$ cat src/rtl/vga_timing_generator_pkg.sv
// Shared constants and state encodings for the 640x480@60 raster timing generator.
// The colour path reads the same values so both stay aligned.
package vga_timing_generator_pkg;

    localparam int H_DISPLAY_DEF = 640;
    localparam int H_FRONT_DEF   = 16;
    localparam int H_SYNC_DEF    = 96;
    localparam int H_BACK_DEF    = 48;
    localparam int V_DISPLAY_DEF = 480;
    localparam int V_FRONT_DEF   = 10;
    localparam int V_SYNC_DEF    = 2;
    localparam int V_BACK_DEF    = 33;
    localparam int MAX_TOTAL     = 1024;

    typedef enum logic [1:0] {
        H_ACT = 2'd0,
        H_FP  = 2'd1,
        H_SP  = 2'd2,
        H_BP  = 2'd3
    } h_state_t;

    typedef enum logic [1:0] {
        V_ACT = 2'd0,
        V_FP  = 2'd1,
        V_SP  = 2'd2,
        V_BP  = 2'd3
    } v_state_t;

    function automatic logic sync_level(input logic active, input logic pol);
        return active ? pol : ~pol;
    endfunction

endpackage

$ cat src/rtl/vga_timing_generator_sync_delay_line.sv
// CLK-rate shift register that delays a sync strobe by DEPTH cycles.
// Every stage resets asynchronously to RESET_VAL so no stale pulse survives a reset.
module vga_timing_generator_sync_delay_line #(
    parameter int   DEPTH     = 1,
    parameter logic RESET_VAL = 1'b1
) (
    input  logic clk,
    input  logic rst,
    input  logic din,
    output logic dout
);

    generate
        if (DEPTH == 0) begin : g_bypass
            assign dout = din;
        end else begin : g_shift
            logic [DEPTH-1:0] stages;

            // Shift the raw sync level one stage per CLK
            always_ff @(posedge clk or posedge rst) begin
                if (rst) begin
                    stages <= {DEPTH{RESET_VAL}};
                end else begin
                    stages[0] <= din;
                    for (int i = 1; i < DEPTH; i++) begin
                        stages[i] <= stages[i-1];
                    end
                end
            end

            assign dout = stages[DEPTH-1];
        end
    endgenerate

endmodule

$ cat src/rtl/vga_timing_generator.sv
// Raster position counters, horizontal/vertical phase FSMs and sync generation for VGA.
// All status outputs are registered from the next-count values so they match h_count/v_count.
module vga_timing_generator
    import vga_timing_generator_pkg::*;
#(
    parameter int   H_DISPLAY  = H_DISPLAY_DEF,
    parameter int   H_FRONT    = H_FRONT_DEF,
    parameter int   H_SYNC     = H_SYNC_DEF,
    parameter int   H_BACK     = H_BACK_DEF,
    parameter int   V_DISPLAY  = V_DISPLAY_DEF,
    parameter int   V_FRONT    = V_FRONT_DEF,
    parameter int   V_SYNC     = V_SYNC_DEF,
    parameter int   V_BACK     = V_BACK_DEF,
    parameter logic SYNC_POL   = 1'b0,
    parameter int   CLK_DIV    = 1,
    parameter int   SYNC_DELAY = 1
) (
    input  logic       CLK,
    input  logic       RST,
    output logic [9:0] h_count,
    output logic [9:0] v_count,
    output logic       pix_en,
    output logic       display_en,
    output logic       line_start,
    output logic       frame_start,
    output logic       vblank,
    output logic       VGA_HS,
    output logic       VGA_VS
);

    localparam int H_TOTAL = H_DISPLAY + H_FRONT + H_SYNC + H_BACK;
    localparam int V_TOTAL = V_DISPLAY + V_FRONT + V_SYNC + V_BACK;
    localparam int DIV_W   = (CLK_DIV > 1) ? $clog2(CLK_DIV) : 1;

    localparam logic [DIV_W-1:0] DIV_LAST = DIV_W'(CLK_DIV - 1);

    localparam logic [9:0] H_DISP_W   = 10'(H_DISPLAY);
    localparam logic [9:0] H_ACT_LAST = 10'(H_DISPLAY - 1);
    localparam logic [9:0] H_FP_LAST  = 10'(H_DISPLAY + H_FRONT - 1);
    localparam logic [9:0] H_SP_LAST  = 10'(H_DISPLAY + H_FRONT + H_SYNC - 1);
    localparam logic [9:0] H_LAST     = 10'(H_TOTAL - 1);
    localparam logic [9:0] V_DISP_W   = 10'(V_DISPLAY);
    localparam logic [9:0] V_ACT_LAST = 10'(V_DISPLAY - 1);
    localparam logic [9:0] V_FP_LAST  = 10'(V_DISPLAY + V_FRONT - 1);
    localparam logic [9:0] V_SP_LAST  = 10'(V_DISPLAY + V_FRONT + V_SYNC - 1);
    localparam logic [9:0] V_LAST     = 10'(V_TOTAL - 1);

    generate
        if (H_TOTAL > MAX_TOTAL) begin : g_h_total_check
            $error("vga_timing_generator: H_TOTAL exceeds 1024");
        end
        if (V_TOTAL > MAX_TOTAL) begin : g_v_total_check
            $error("vga_timing_generator: V_TOTAL exceeds 1024");
        end
    endgenerate

    logic [DIV_W-1:0] div;
    logic [DIV_W-1:0] div_next;
    logic             tick;
    logic             h_wrap;
    logic             v_wrap;
    logic [9:0]       h_next;
    logic [9:0]       v_next;
    h_state_t         h_state;
    h_state_t         h_state_next;
    v_state_t         v_state;
    v_state_t         v_state_next;
    logic             hs_raw;
    logic             vs_raw;

    // Next divider and counter values; tick marks a CLK edge on which the raster advances
    always_comb begin
        tick     = (div == DIV_LAST);
        h_wrap   = tick && (h_count == H_LAST);
        v_wrap   = h_wrap && (v_count == V_LAST);
        div_next = div;
        h_next   = h_count;
        v_next   = v_count;
        if (tick) begin
            div_next = DIV_W'(0);
        end else begin
            div_next = div + DIV_W'(1);
        end
        if (!tick) begin
            h_next = h_count;
        end else if (h_wrap) begin
            h_next = 10'd0;
        end else begin
            h_next = h_count + 10'd1;
        end
        if (!h_wrap) begin
            v_next = v_count;
        end else if (v_wrap) begin
            v_next = 10'd0;
        end else begin
            v_next = v_count + 10'd1;
        end
    end

    // Counters and status flags, all derived from the values being loaded this edge
    always_ff @(posedge CLK or posedge RST) begin
        if (RST) begin
            div         <= DIV_W'(0);
            h_count     <= 10'd0;
            v_count     <= 10'd0;
            pix_en      <= 1'b0;
            display_en  <= 1'b1;
            line_start  <= 1'b0;
            frame_start <= 1'b0;
            vblank      <= 1'b0;
        end else begin
            div         <= div_next;
            h_count     <= h_next;
            v_count     <= v_next;
            pix_en      <= (div_next == DIV_LAST);
            display_en  <= (h_next < H_DISP_W) && (v_next < V_DISP_W);
            line_start  <= h_wrap;
            frame_start <= v_wrap;
            vblank      <= (v_next >= V_DISP_W);
        end
    end

    // Phase state registers
    always_ff @(posedge CLK or posedge RST) begin
        if (RST) begin
            h_state <= H_ACT;
            v_state <= V_ACT;
        end else begin
            h_state <= h_state_next;
            v_state <= v_state_next;
        end
    end

    // Phase transitions fire on the edge that loads the first count of the next phase
    always_comb begin
        h_state_next = h_state;
        v_state_next = v_state;
        case (h_state)
            H_ACT:   if (tick && (h_count == H_ACT_LAST)) h_state_next = H_FP; else h_state_next = H_ACT;
            H_FP:    if (tick && (h_count == H_FP_LAST))  h_state_next = H_SP; else h_state_next = H_FP;
            H_SP:    if (tick && (h_count == H_SP_LAST))  h_state_next = H_BP; else h_state_next = H_SP;
            H_BP:    if (h_wrap)                          h_state_next = H_ACT; else h_state_next = H_BP;
            default: h_state_next = H_ACT;
        endcase
        case (v_state)
            V_ACT:   if (h_wrap && (v_count == V_ACT_LAST)) v_state_next = V_FP; else v_state_next = V_ACT;
            V_FP:    if (h_wrap && (v_count == V_FP_LAST))  v_state_next = V_SP; else v_state_next = V_FP;
            V_SP:    if (h_wrap && (v_count == V_SP_LAST))  v_state_next = V_BP; else v_state_next = V_SP;
            V_BP:    if (v_wrap)                            v_state_next = V_ACT; else v_state_next = V_BP;
            default: v_state_next = V_ACT;
        endcase
        hs_raw = sync_level(h_state == H_SP, SYNC_POL);
        vs_raw = sync_level(v_state == V_SP, SYNC_POL);
    end

    vga_timing_generator_sync_delay_line #(
        .DEPTH     (SYNC_DELAY),
        .RESET_VAL (~SYNC_POL)
    ) u_hs_delay (
        .clk  (CLK),
        .rst  (RST),
        .din  (hs_raw),
        .dout (VGA_HS)
    );

    vga_timing_generator_sync_delay_line #(
        .DEPTH     (SYNC_DELAY),
        .RESET_VAL (~SYNC_POL)
    ) u_vs_delay (
        .clk  (CLK),
        .rst  (RST),
        .din  (vs_raw),
        .dout (VGA_VS)
    );

endmodule

$ cat config.mk
export PLATFORM = sky130hd
export DESIGN_NAME = vga_timing_generator
export DESIGN_NICKNAME = d
export VERILOG_FILES = /design/src/rtl/vga_timing_generator_pkg.sv /design/src/rtl/vga_timing_generator_sync_delay_line.sv /design/src/rtl/vga_timing_generator.sv
export SDC_FILE = /design/constraint.sdc
export NUM_CORES = 1
export LEC_CHECK = 0
export ABC_AREA = 1
export CORE_ASPECT_RATIO = 1.1
export CORE_MARGIN = 2
export CORE_UTILIZATION = 56
export DETAILED_ROUTE_END_ITERATION = 8
export GPL_TIMING_DRIVEN = 0
export PLACE_DENSITY_LB_ADDON = 0.15
export SLEW_MARGIN = 20
export SYNTH_ARGS = -nofsm -noshare
export SYNTH_HDL_FRONTEND = slang
export SYNTH_SLANG_ARGS = --single-unit
$ cat constraint.sdc
create_clock -name CLK -period 4.26 [get_ports CLK]
set_input_delay 0.639 -clock CLK [delete_from_list [all_inputs] [get_ports CLK]]
set_output_delay 0.639 -clock CLK [all_outputs]
set_load 0.005 [all_outputs]
-- After elaboration in Yosys (flattened, before gate mapping)
Index checks and enable logic that the tools add are counted.
- register bits: 32
- bits of input ports: 2
- output and inout port bits: 27
- logic and storage cells: 62
- $add $sub $neg: 3
- order comparisons: 3
- eq/ne operators: 14
- mux-type cells: 17
- bitwise gates (word level): 2
- reductions and logical operators: 11
- operator list (operator ; count):
    10-bit == test, second input constant ; 5
    10-bit two-way mux ; 4
    10-bit by 9-bit == test with 1-bit output, second input constant ; 3
    10-bit by 1-bit adder with 10-bit output, second input constant ; 2
    2-bit case mux with 4 select lines ; 2
    10-bit by 9-bit >= comparator with 1-bit output, second input constant ; 1
    10-bit < comparator, second input constant ; 1
    10-bit by 9-bit < comparator with 1-bit output, second input constant ; 1
    1-bit logical AND ; 9
    2-bit == test, second input constant ; 4
    2-bit two-way mux ; 4
    1-bit two-way mux ; 7
    2-bit by 1-bit == test with 1-bit output, second input constant ; 2
    2-bit zero test ; 2
    1-bit inverter ; 2
    1-bit adder, second input constant ; 1

-- Depth between registers and ports, before layout
- word-level depth: 7
- gate-level depth with buffers: 12
- gate-level depth less buffers: 12

-- Modules after synthesis
A second synthesis with hierarchy kept.
- cells, all modules: 207
- area, all modules: 1634.1 µm²
- by module, submodules not included (module ; times used ; cells an instance ; area an instance (µm²) ; sequential area each (µm²)):
    vga_timing_generator ; 1 ; 203 ; 1574.0 ; 726.9
    vga_timing_generator_sync_delay_line ; 2 ; 2 ; 30.0 ; 26.3

-- Worst setup path after synthesis
Ideal clock, no wire load.
- path type: register -> register
- from: register h_count[0]
- to: register v_count[3]
- setup time: 0.120 ns
- arrival: 1.385 ns
- data required time: 4.140 ns
- slack: 2.755 ns
- stages on the path, launching flop included: 7
- buffers on the path: 1
- period minus slack after synthesis: 1.505 ns
- path through: dfrtp_1 -> ha_1 -> nand4_2 -> nor2_4 -> buf_4 -> nand3_1 -> o211a_1
- word-level cells in the longest chain between the ends: 5
- RTL lines (element ; line ; text):
    start, declared ; vga_timing_generator.sv:20 ; output logic [9:0] h_count,
    start signal, assigned ; vga_timing_generator.sv:113 ; h_count <= h_next;
    10-bit == test * ; vga_timing_generator.sv:74 ; h_wrap = tick && (h_count == H_LAST);
    1-bit logical AND * ; vga_timing_generator.sv:74 ;
    net h_wrap ; vga_timing_generator.sv:60 ; logic h_wrap;
    1-bit logical AND ; vga_timing_generator.sv:75 ; v_wrap = h_wrap && (v_count == V_LAST);
    10-bit two-way mux ; vga_timing_generator.sv:93 ; end else if (v_wrap) begin
    10-bit two-way mux * ; vga_timing_generator.sv:91 ; if (!h_wrap) begin
    net v_next[3] ; vga_timing_generator.sv:63 ; logic [9:0] v_next;
    end signal, assigned ; vga_timing_generator.sv:114 ; v_count <= v_next;
    end, declared ; vga_timing_generator.sv:21 ; output logic [9:0] v_count,
Mark *: on every way through the listed nets, which the timed path passes. The rest lies on a longest branch.

-- Worst setup path in the final report
- from: register v_count[2]
- to: output v_count[2]
No word-level cell between the ends.

==> out/metrics.yaml <==
synthesis:
  yosysTopAreaCellShare: 0.418
  synth_cell_types: 31
  synthesis.instances: 205
  synth_top_area_cell: "dfrtp_1"
  synth-main-ff-cell: "dfrtp_1"
  seq_area_frac_synth: 0.465
  synthTopCellsByCount: "nand2_1, inv_1, dfrtp_1, nand3_1, nor2_1"
  synth_area_leaders: "dfrtp_1, nand2_1, nand3_1, inv_1, dfstp_2"
  syn_area_um2: 1680
  async_reset_ff_frac: 1.00
  synth.most_common_cell: "nand2_1"
  avgSynthCellArea_um2: 8.18
  synth_edf_count: 0
  syn_nets: 211
  yosysWarnings: 0
  synth_seq_cells: 31
cells_and_area:
  fin_area_um2: 2070
  drive_gt1_frac: 0.145
  final_util: 0.738
  fin_cells: 274
  diodes: 0
  area_delta_synth_final_pct: 23.3
  finalNetCount: 246
min_path:
  hold_depth: 1
  worst_hold_path_type: "reg -> reg"
  hp-start: "h_count[0]"
routing:
  vias: 1473
  drc: 0
  dr.pass1.iters: 4
  routedWlPerCell_um: 12.8
  detail-route-antenna-nets: 0
  vias_per_cell: 5.38
  wirelength_um: 3510
  drt_iter0_drc: 46
clocking:
  cts_root_buf: "clkbuf_4"
  holdBufCountCts: 0
  cts_resized: 0
  cts_buffers: 5
  cts.path.max_buffers: 2
  cts_setup_buffers: 0
  clk_latency_ns: 0.33
  clk_pin_slew_ns: 0.09
  clock-sinks: 31
  cts_tree: "yes"
  h-tree-depth: 2
timing:
  finalCriticalPeriod_ns: 2.06
  rsz0062_at_grt: "false"
  slew_headroom: 0.582
  tns_ns: 0
  finalHoldViolCount: 0
  slew_viol_final: 0
  worstMarginPinSlew_ns: 0.626
  setup_viol: 0
  fmax_mhz: 486
  skew_ns: 0.0103
  period_share: 0.483
worst_setup_path:
  crit_path_start_kind: "flop"
  arrival_ns: 1.42
  r2r_slack_ns: 2.55
  crit_type: "reg -> out"
  path_buf_inv: 1
  r2r_cells: 10
  worstPathMaxFanout: 7
  cp-end-kind: "primary output"
  cpPeakStageDelay_ns: 0.57
  cp_cell_sequence: "clkdlybuf4s50_1"
  crit_start: "v_count[2]"
  slowest_stage: "clkdlybuf4s50_1"
  cp_top_family: "buffers and inverters"
  regToRegStartpoint: "h_count[0]"
  crit_required_ns: 3.62
  worstSetupPathDepth: 1
outcome:
  status: "finished, final reports clean"
floorplanning:
  core-area_um2: 2800
  io_pins: 29
  rows: 20
  die_y_um: 61.4
  start_util: 0.598
  design.die.area_um2: 3450
  fp.dieW_um: 56.2
grt:
  overflow: 0
  grt_pass1_wl_um: 6020
  grt_pass1_vias: 1402
  use_met1: 0.245
  grt_max_degree: 32
  gr-usage-all-layers: 0.230
  busiest_layer: "met2"
  grt_use_met3: 0.0672
  use_met2: 0.435
  antenna_found_initial: 0
flow_run:
  maxCapViolations: 0
placement:
  placed_cell_area_um2: 2000
  gp_congestion: 0.856
  dp.cells: 266
  io_buffers: 28
  dpl.hpwl_um: 2570
power_and_ir_drop:
  power.density_nw_per_um2: 241
  vdd_ir_drop_max_mv: 0.200
  p_leak_nw: 0.999
==> routing by layer <==
layer  part of all wire  wire, um  up-vias
li1                   -         -      728
met1               0.41      1440      685
met2               0.51      1780       51
met3              0.061       215        9
met4              0.021        72        0
met5                  0         0        -
==> through the flow <==
step	total power [mW]	hold WS [ns]	setup slack, ns
finish	0.497	0.494	2.20
floorplan	0.305	0.445	2.75
CTS	0.504	0.499	2.19
global placement	0.308	0.472	2.27
global route	0.514	0.524	2.15
detailed placement	0.308	0.486	2.21
==> report_power, final <==
part / switching [mW] / internal, mW
registers: 0.000114 / 0.295
logic: 0.00581 / 0.00168
clock network: 0.0981 / 0.0970
==> placed cells by master (no fill, tap or decap), types with 2 or more instances in the layout <==
cell type	Yosys	routed
nor3_1	3	3
dfstp_2	3	3
inv_1	30	29
nand4_1	4	4
o21ai_1	3	3
nand2_1	46	46
dfrtp_1	28	28
ha_1	4	4
clkbuf_4	0	5
nor2_1	18	18
xor2_1	3	3
inv_2	4	5
nor2_2	4	4
nand3_1	24	24
o21ai_0	6	6
nand3_2	3	3
nand4_2	2	2
nand2_2	5	5
clkdlybuf4s50_1	0	28
nor2_4	2	2
clkbuf_8	0	2
==> final cells by class <==
| cell class | instances | area (um2) |
|---|---|---|
| repair buffers | 28 | 280 |
| clock buffers | 8 | 68.8 |
| inverters | 34 | 128 |
| multi-input cells | 139 | 762 |
| plain buffers | 1 | 7.51 |
| well taps | 33 | 41.3 |
| flip-flops and latches | 31 | 779 |
| fillers | 224 | 736 |
==> worst paths after layout <==
check	to
min reg2reg	h_count[0]
min	h_count[0]
min in group asynchronous	h_count[5]
max in group asynchronous	v_count[9]
max reg2reg	display_en
max	v_count[2]
==> cells by family (layout without fill, tap and decap cells) <==
| kind of cell | count (synthesis) | after routing | synth area share |
|---|---|---|---|
| AOI/OAI and AO/OA | 16 | 16 | 0.0627 |
| xor gates and xnor gates | 3 | 3 | 0.0157 |
| adders and majority gates | 4 | 4 | 0.0299 |
| buffers and inverters | 35 | 71 | 0.0806 |
| DFF | 31 | 31 | 0.465 |
| other | 1 | 1 | 0.00224 |
| and+or+nand+nor | 115 | 115 | 0.344 |
==> flip-flops by register name, summed over array words and instances (netlist names) <==
register	cells
display_en	1
frame_start	1
h_count	10
h_state	2
line_start	1
pix_en	1
u_hs_delay.dout	1
u_vs_delay.dout	1
v_count	10
v_state	2
vblank	1
Power figures use the tool's default switching activity.
